File: src/rtl/heartbeat_pkg.sv
// Shared types and default constants for the heartbeat monitor.
package heartbeat_pkg;

  // Default counter width; covers the default timeout.
  localparam int unsigned CntWDef       = 26;
  // Default silence, in clk_i cycles, before the source is declared lost.
  localparam int unsigned TimeoutCycDef = 33_554_432;
  // Default number of regular edges needed to declare the source alive.
  localparam int unsigned LockEdgesDef  = 4;

  typedef enum logic [1:0] {
    StLost  = 2'd0,
    StAcq   = 2'd1,
    StAlive = 2'd2
  } hb_state_t;

endpackage

File: src/rtl/sync_edge_det.sv
// Two-flop synchroniser for an asynchronous level, plus a delay flop so that
// every change of the synchronised level (rising or falling) yields a
// one-cycle edge strobe.
module sync_edge_det (
  input  logic clk_i,
  input  logic rst_i,
  input  logic async_i,
  output logic edge_o
);

  logic [1:0] sync_q;
  logic       dly_q;

  // Synchroniser chain and edge-detect delay flop.
  always_ff @(posedge clk_i) begin
    if (rst_i) begin
      sync_q <= 2'b00;
      dly_q  <= 1'b0;
    end else begin
      sync_q <= {sync_q[0], async_i};
      dly_q  <= sync_q[1];
    end
  end

  assign edge_o = sync_q[1] ^ dly_q;

endmodule

File: src/rtl/heartbeat_monitor.sv
// Heartbeat monitor: measures the interval between heartbeat edges, declares
// the source alive after a run of regular edges and lost after a silence.
module heartbeat_monitor
  import heartbeat_pkg::*;
#(
  parameter int unsigned CNT_W       = CntWDef,
  parameter int unsigned TIMEOUT_CYC = TimeoutCycDef,
  parameter int unsigned LOCK_EDGES  = LockEdgesDef
) (
  input  logic             clk_i,
  input  logic             rst_i,
  input  logic             hb_i,
  output logic             alive_o,
  output logic             lost_o,
  output logic [CNT_W-1:0] period_o,
  output logic             period_vld_o
);

  // Edge counter must be able to hold LOCK_EDGES itself.
  localparam int unsigned EcW = $clog2(LOCK_EDGES + 1);

  localparam logic [CNT_W-1:0] GapMax  = CNT_W'(TIMEOUT_CYC);
  localparam logic [CNT_W-1:0] GapLast = CNT_W'(TIMEOUT_CYC - 1);
  localparam logic [EcW-1:0]   LockCnt = EcW'(LOCK_EDGES);

  logic             hb_edge;
  logic             timeout;
  logic [CNT_W-1:0] gap_q, gap_d;
  logic [EcW-1:0]   edge_cnt_q, edge_cnt_d;
  logic [EcW-1:0]   edge_cnt_inc;
  hb_state_t        state_q, state_d;
  logic             alive_q, alive_d;
  logic             lost_q, lost_d;
  logic             vld_q, vld_d;
  logic [CNT_W-1:0] period_q, period_d;

  sync_edge_det u_sync (
    .clk_i   (clk_i),
    .rst_i   (rst_i),
    .async_i (hb_i),
    .edge_o  (hb_edge)
  );

  // An edge in the same cycle as the last silent cycle wins over the timeout.
  assign timeout      = (gap_q == GapLast) && !hb_edge;
  assign edge_cnt_inc = edge_cnt_q + EcW'(1);

  // Gap counter: cleared by an edge, otherwise counts up and saturates.
  always_comb begin
    gap_d = gap_q;
    if (hb_edge) begin
      gap_d = '0;
    end else if (gap_q != GapMax) begin
      gap_d = gap_q + CNT_W'(1);
    end
  end

  // State, edge count and gap registers.
  always_ff @(posedge clk_i) begin
    if (rst_i) begin
      state_q    <= StLost;
      edge_cnt_q <= '0;
      gap_q      <= '0;
    end else begin
      state_q    <= state_d;
      edge_cnt_q <= edge_cnt_d;
      gap_q      <= gap_d;
    end
  end

  // Next-state logic and edge counting.
  always_comb begin
    state_d    = state_q;
    edge_cnt_d = edge_cnt_q;
    unique case (state_q)
      StLost: begin
        if (hb_edge) begin
          state_d    = StAcq;
          edge_cnt_d = EcW'(1);
        end
      end
      StAcq: begin
        if (hb_edge) begin
          if (edge_cnt_q < LockCnt) begin
            edge_cnt_d = edge_cnt_inc;
          end
          if (edge_cnt_inc >= LockCnt) begin
            state_d = StAlive;
          end
        end else if (timeout) begin
          state_d    = StLost;
          edge_cnt_d = '0;
        end
      end
      StAlive: begin
        if (hb_edge) begin
          if (edge_cnt_q < LockCnt) begin
            edge_cnt_d = edge_cnt_inc;
          end
        end else if (timeout) begin
          state_d    = StLost;
          edge_cnt_d = '0;
        end
      end
      default: begin
        state_d    = StLost;
        edge_cnt_d = '0;
      end
    endcase
  end

  // Output next values; the first edge after LOST has no valid start, so no period.
  always_comb begin
    period_d = period_q;
    vld_d    = 1'b0;
    lost_d   = 1'b0;
    alive_d  = (state_d == StAlive);
    if (hb_edge && (state_q != StLost)) begin
      period_d = gap_q + CNT_W'(1);
      vld_d    = 1'b1;
    end
    if ((state_q == StAlive) && timeout) begin
      lost_d = 1'b1;
    end
  end

  // Output registers; period holds through LOST and clears only on reset.
  always_ff @(posedge clk_i) begin
    if (rst_i) begin
      alive_q  <= 1'b0;
      lost_q   <= 1'b0;
      vld_q    <= 1'b0;
      period_q <= '0;
    end else begin
      alive_q  <= alive_d;
      lost_q   <= lost_d;
      vld_q    <= vld_d;
      period_q <= period_d;
    end
  end

  assign alive_o      = alive_q;
  assign lost_o       = lost_q;
  assign period_vld_o = vld_q;
  assign period_o     = period_q;

endmodule

File: config.mk
export PLATFORM = sky130hd
export DESIGN_NAME = heartbeat_monitor
export DESIGN_NICKNAME = d
export VERILOG_FILES = /design/src/rtl/heartbeat_pkg.sv /design/src/rtl/sync_edge_det.sv /design/src/rtl/heartbeat_monitor.sv
export SDC_FILE = /design/constraint.sdc
export NUM_CORES = 1
export LEC_CHECK = 0
export ABC_AREA = 1
export BUFFER_PORTS_ARGS = -buffer_cell sky130_fd_sc_hd__buf_4
export CELL_PAD_IN_SITES_DETAIL_PLACEMENT = 1
export CELL_PAD_IN_SITES_GLOBAL_PLACEMENT = 1
export CORE_MARGIN = 2
export CORE_UTILIZATION = 25
export CTS_CLUSTER_SIZE = 20
export DETAILED_ROUTE_END_ITERATION = 8
export HOLD_SLACK_MARGIN = 0.03
export PLACE_DENSITY_LB_ADDON = 0.1
export RECOVER_POWER = 100
export SYNTH_ARGS = -nofsm -noshare
export SYNTH_HDL_FRONTEND = slang
export SYNTH_SLANG_ARGS = --single-unit
export TNS_END_PERCENT = 30
File: constraint.sdc
create_clock -name clk_i -period 4.6 [get_ports clk_i]
set_input_delay 0.23 -clock clk_i [delete_from_list [all_inputs] [get_ports clk_i]]
set_output_delay 0.23 -clock clk_i [all_outputs]
set_load 0.02 [all_outputs]
==> impl_metrics.csv <==
group,metric,value,unit
outcome,status,"finished, violations left",
outcome,violations,"max-capacitance violations, max-slew violations",
global_routing,met3_usage,0.0434,
power_and_ir_drop,comb_power_share,0.056,
floorplanning,ios,32,
sta,setup_violations,0,
synthesis,synth.top_cells.by_count,"nand2_1 (72), inv_1 (66), dfxtp_1 (63)",
power_and_ir_drop,switching_share,0.223,
synthesis,ys_seq_elements,63,
finish,antennaDiodeCount,0,
sta,fmax,0.337,GHz
min_path,hp-class,"in2reg",
placed_design,place.gp.congestion,0.796,
finish,fin_nets,456,
synthesis,seq_area_frac_synth,0.414,
global_routing,busiest_layer,"met2",
clock_tree,htree_levels,3,
global_routing,grt_util_met2,0.213,
synthesis,netlist-cell-type-count,34,
synthesis,synth_top_area_cell,"dfxtp_1",
synthesis,syn_nets,423,
clock_tree,clk_pin_slew,0.06,ns
floorplanning,core_area,12000,µm²
sta,fin_crit_sh,0.644,
detailed_routing,drcViolationCount,0,
synthesis,netlist.area_leader.share,0.414,
power_and_ir_drop,switchingPower,0.321,mW
power_and_ir_drop,ir_worst_vdd,0.229,mV
clock_tree,postCtsSetupBuffers,0,
floorplanning,fp.dieH,114,µm
global_routing,grt_max_degree,45,
detailed_routing,vias_per_cell,4.45,
synthesis,yosysMostFrequentCell,"nand2_1",
floorplanning,start_util,0.255,
sta,drv_slew,45,
synthesis,synthFlopType,"dfxtp_1",
clock_tree,worstSkewPairLatency,0.34,ns
detailed_routing,avgRoutedWirePerCell,14.0,µm
finish,drive_above_1_share,0.0776,
power_and_ir_drop,internal-power,1.12,mW
sta,fin_setup_tns,0,ns
global_routing,grt_pass1_wl,14.0,mm
detailed_routing,vias,2661,
finish,areaGrowthSynthToFinish,18.1,%
sta,rsz0062_at_grt,"no",
clock_tree,numCtsBuffers,9,
finish,fillers,1471,
global_routing,grt_use_met1,0.185,
global_routing,grt_pass1_vias,2819,
global_routing,track_usage,0.142,
power_and_ir_drop,clkPwrFrac,0.548,
critical_path,path_class,"reg2reg",
placed_design,post-dp-hpwl,6.15,mm
run,max_cap_violations,1,
clock_tree,clockBufferDepth,2,
clock_tree,root_buffer,"clkbuf_16",
critical_path,end_kind,"flop",
synthesis,synth_area_leaders,"dfxtp_1 (41%), nand2_1 (8.9%), inv_1 (8.1%)",
power_and_ir_drop,total_power,1.44,mW
critical_path,worst_ep_arrival_time,3.25,ns
synthesis,post_synth.cell_area_avg,7.38,µm²
synthesis,synth_edf_count,0,
power_and_ir_drop,leakage,1.48,nW
critical_path,path_max_fanout,44,
floorplanning,die_w,114,µm
global_routing,gr-total-overflow,0,
sta,skew,0.00769,ns
sta,slew_headroom,-0.238,
global_routing,antenna_found_initial,0,
sta,finalCriticalPeriod,2.96,ns
clock_tree,cts_hold_buf,0,
critical_path,crit_path_start_kind,"flop",
detailed_routing,dr.pass1.iters,4,
detailed_routing,drt_iter0_drc,79,
synthesis,netlist_area,3050,µm²
clock_tree,cts_sinks,63,
sta,hold_viol,0,
synthesis,ys_async_sr_fraction,0,
synthesis,yosys_warnings,0,
detailed_routing,ant_nets,0,
power_and_ir_drop,pwr-share-seq,0.396,
clock_tree,post_cts_resized,0,
placed_design,portBuffers,31,
synthesis,synthCells,413,
critical_path,required,4.89,ns
detailed_routing,routed_wl,8.35,mm
floorplanning,die_area,13100,µm²
floorplanning,rows,40,
sta,worst_slew_pin_slew,1.86,ns
power_and_ir_drop,powerDensity,399,nW/µm²
clock_tree,cts_tree,"done",
==> registers in the layout, indices dropped and copies added, names as in the netlist <==
signal / cells
alive_o: 1
edge_cnt_q: 3
gap_q: 26
lost_o: 1
period_o: 26
period_vld_o: 1
state_q: 2
u_sync.dly_q: 1
u_sync.sync_q: 2
==> per-layer routing <==
metal	vias to the layer above	share of wire	wire length [µm]
met2	30	0.43	3600
met4	0	0.020	171
met1	1244	0.51	4260
met3	13	0.039	326
li1	1374	-	-
met5	-	0	0
==> metrics by stage <==
step                      instances  hold WS [ns]  cell area, µm²  utilization  setup WS, ns
after floorplan                 413         0.337            3050            -          3.09
after global placement          582         0.397            3420        0.286          2.38
after detailed placement        582         0.397            3420        0.286          2.30
after CTS                       598        0.0736            3760        0.314          2.28
after global routing            598         0.113            3600        0.301          1.24
final                           598        0.0874            3600        0.301          1.64
==> cells in the final DEF, fill, tap and decap left out, types with 9 or more instances in the layout <==
master,instances
o21ai_0,16
nand4_1,12
xor2_1,12
inv_1,66
nand3_1,28
clkbuf_1,32
a21oi_1,15
nor2_1,54
nand2_1,73
dfxtp_1,63
clkbuf_16,9
==> worst max-delay path, stage by stage (launching register included) <==
cell and delay, ns:
dfxtp_1 0.31, inv_1 0.08, nand2_1 0.06, nand2_1 0.22
inv_1 0.14, nor2_2 1.38, inv_2 0.31, o21ai_0 0.27
nand2_1 0.07, inv_1 0.07
==> final timing paths <==
path,cells past startpoint,start,slack (ns),end
worst max-delay path,9,u_sync.sync_q[1]$_SDFF_PP0_,1.64,period_o[10]$_SDFFE_PP0P_
worst max register to register,9,u_sync.sync_q[1]$_SDFF_PP0_,1.64,period_o[10]$_SDFFE_PP0P_
worst min-delay path,3,hb_i,0.09,u_sync.sync_q[0]$_SDFF_PP0_
worst min register to register,2,u_sync.sync_q[0]$_SDFF_PP0_,0.40,u_sync.sync_q[1]$_SDFF_PP0_
==> power by group through the flow <==
stage	Sequential (mW)	Clock (mW)	Combinational [mW]
global route	0.571	0.835	0.0928
CTS	0.570	0.817	0.0900
detailed placement	0.582	0	0.0897
finish	0.570	0.787	0.0802
floorplan	0.587	0	0.0560
global placement	0.582	0	0.0886
==> cell families (layout without fill, tap and decap cells) <==
| kind of cell | Yosys count | count (layout) | synth area share |
|---|---|---|---|
| buffers and inverters | 79 | 117 | 0.101 |
| XOR/XNOR | 15 | 15 | 0.0431 |
| AO/OA/AOI/OAI | 55 | 55 | 0.110 |
| adder cells (fa/ha/maj) | 7 | 7 | 0.0287 |
| AND/OR/NAND/NOR | 194 | 194 | 0.304 |
| flip-flops | 63 | 63 | 0.414 |
==> area by class of cell <==
cell class	instances	area, µm²	share of cell area
clock inverter	5	106	0.0295
sequential	63	1260	0.350
timing repair buffer	31	120	0.0334
multi-input combinational	271	1430	0.398
tap	147	184	0.0511
clock buffer	11	233	0.0647
inverter	70	263	0.0730
(Power assumes the default switching activity.)
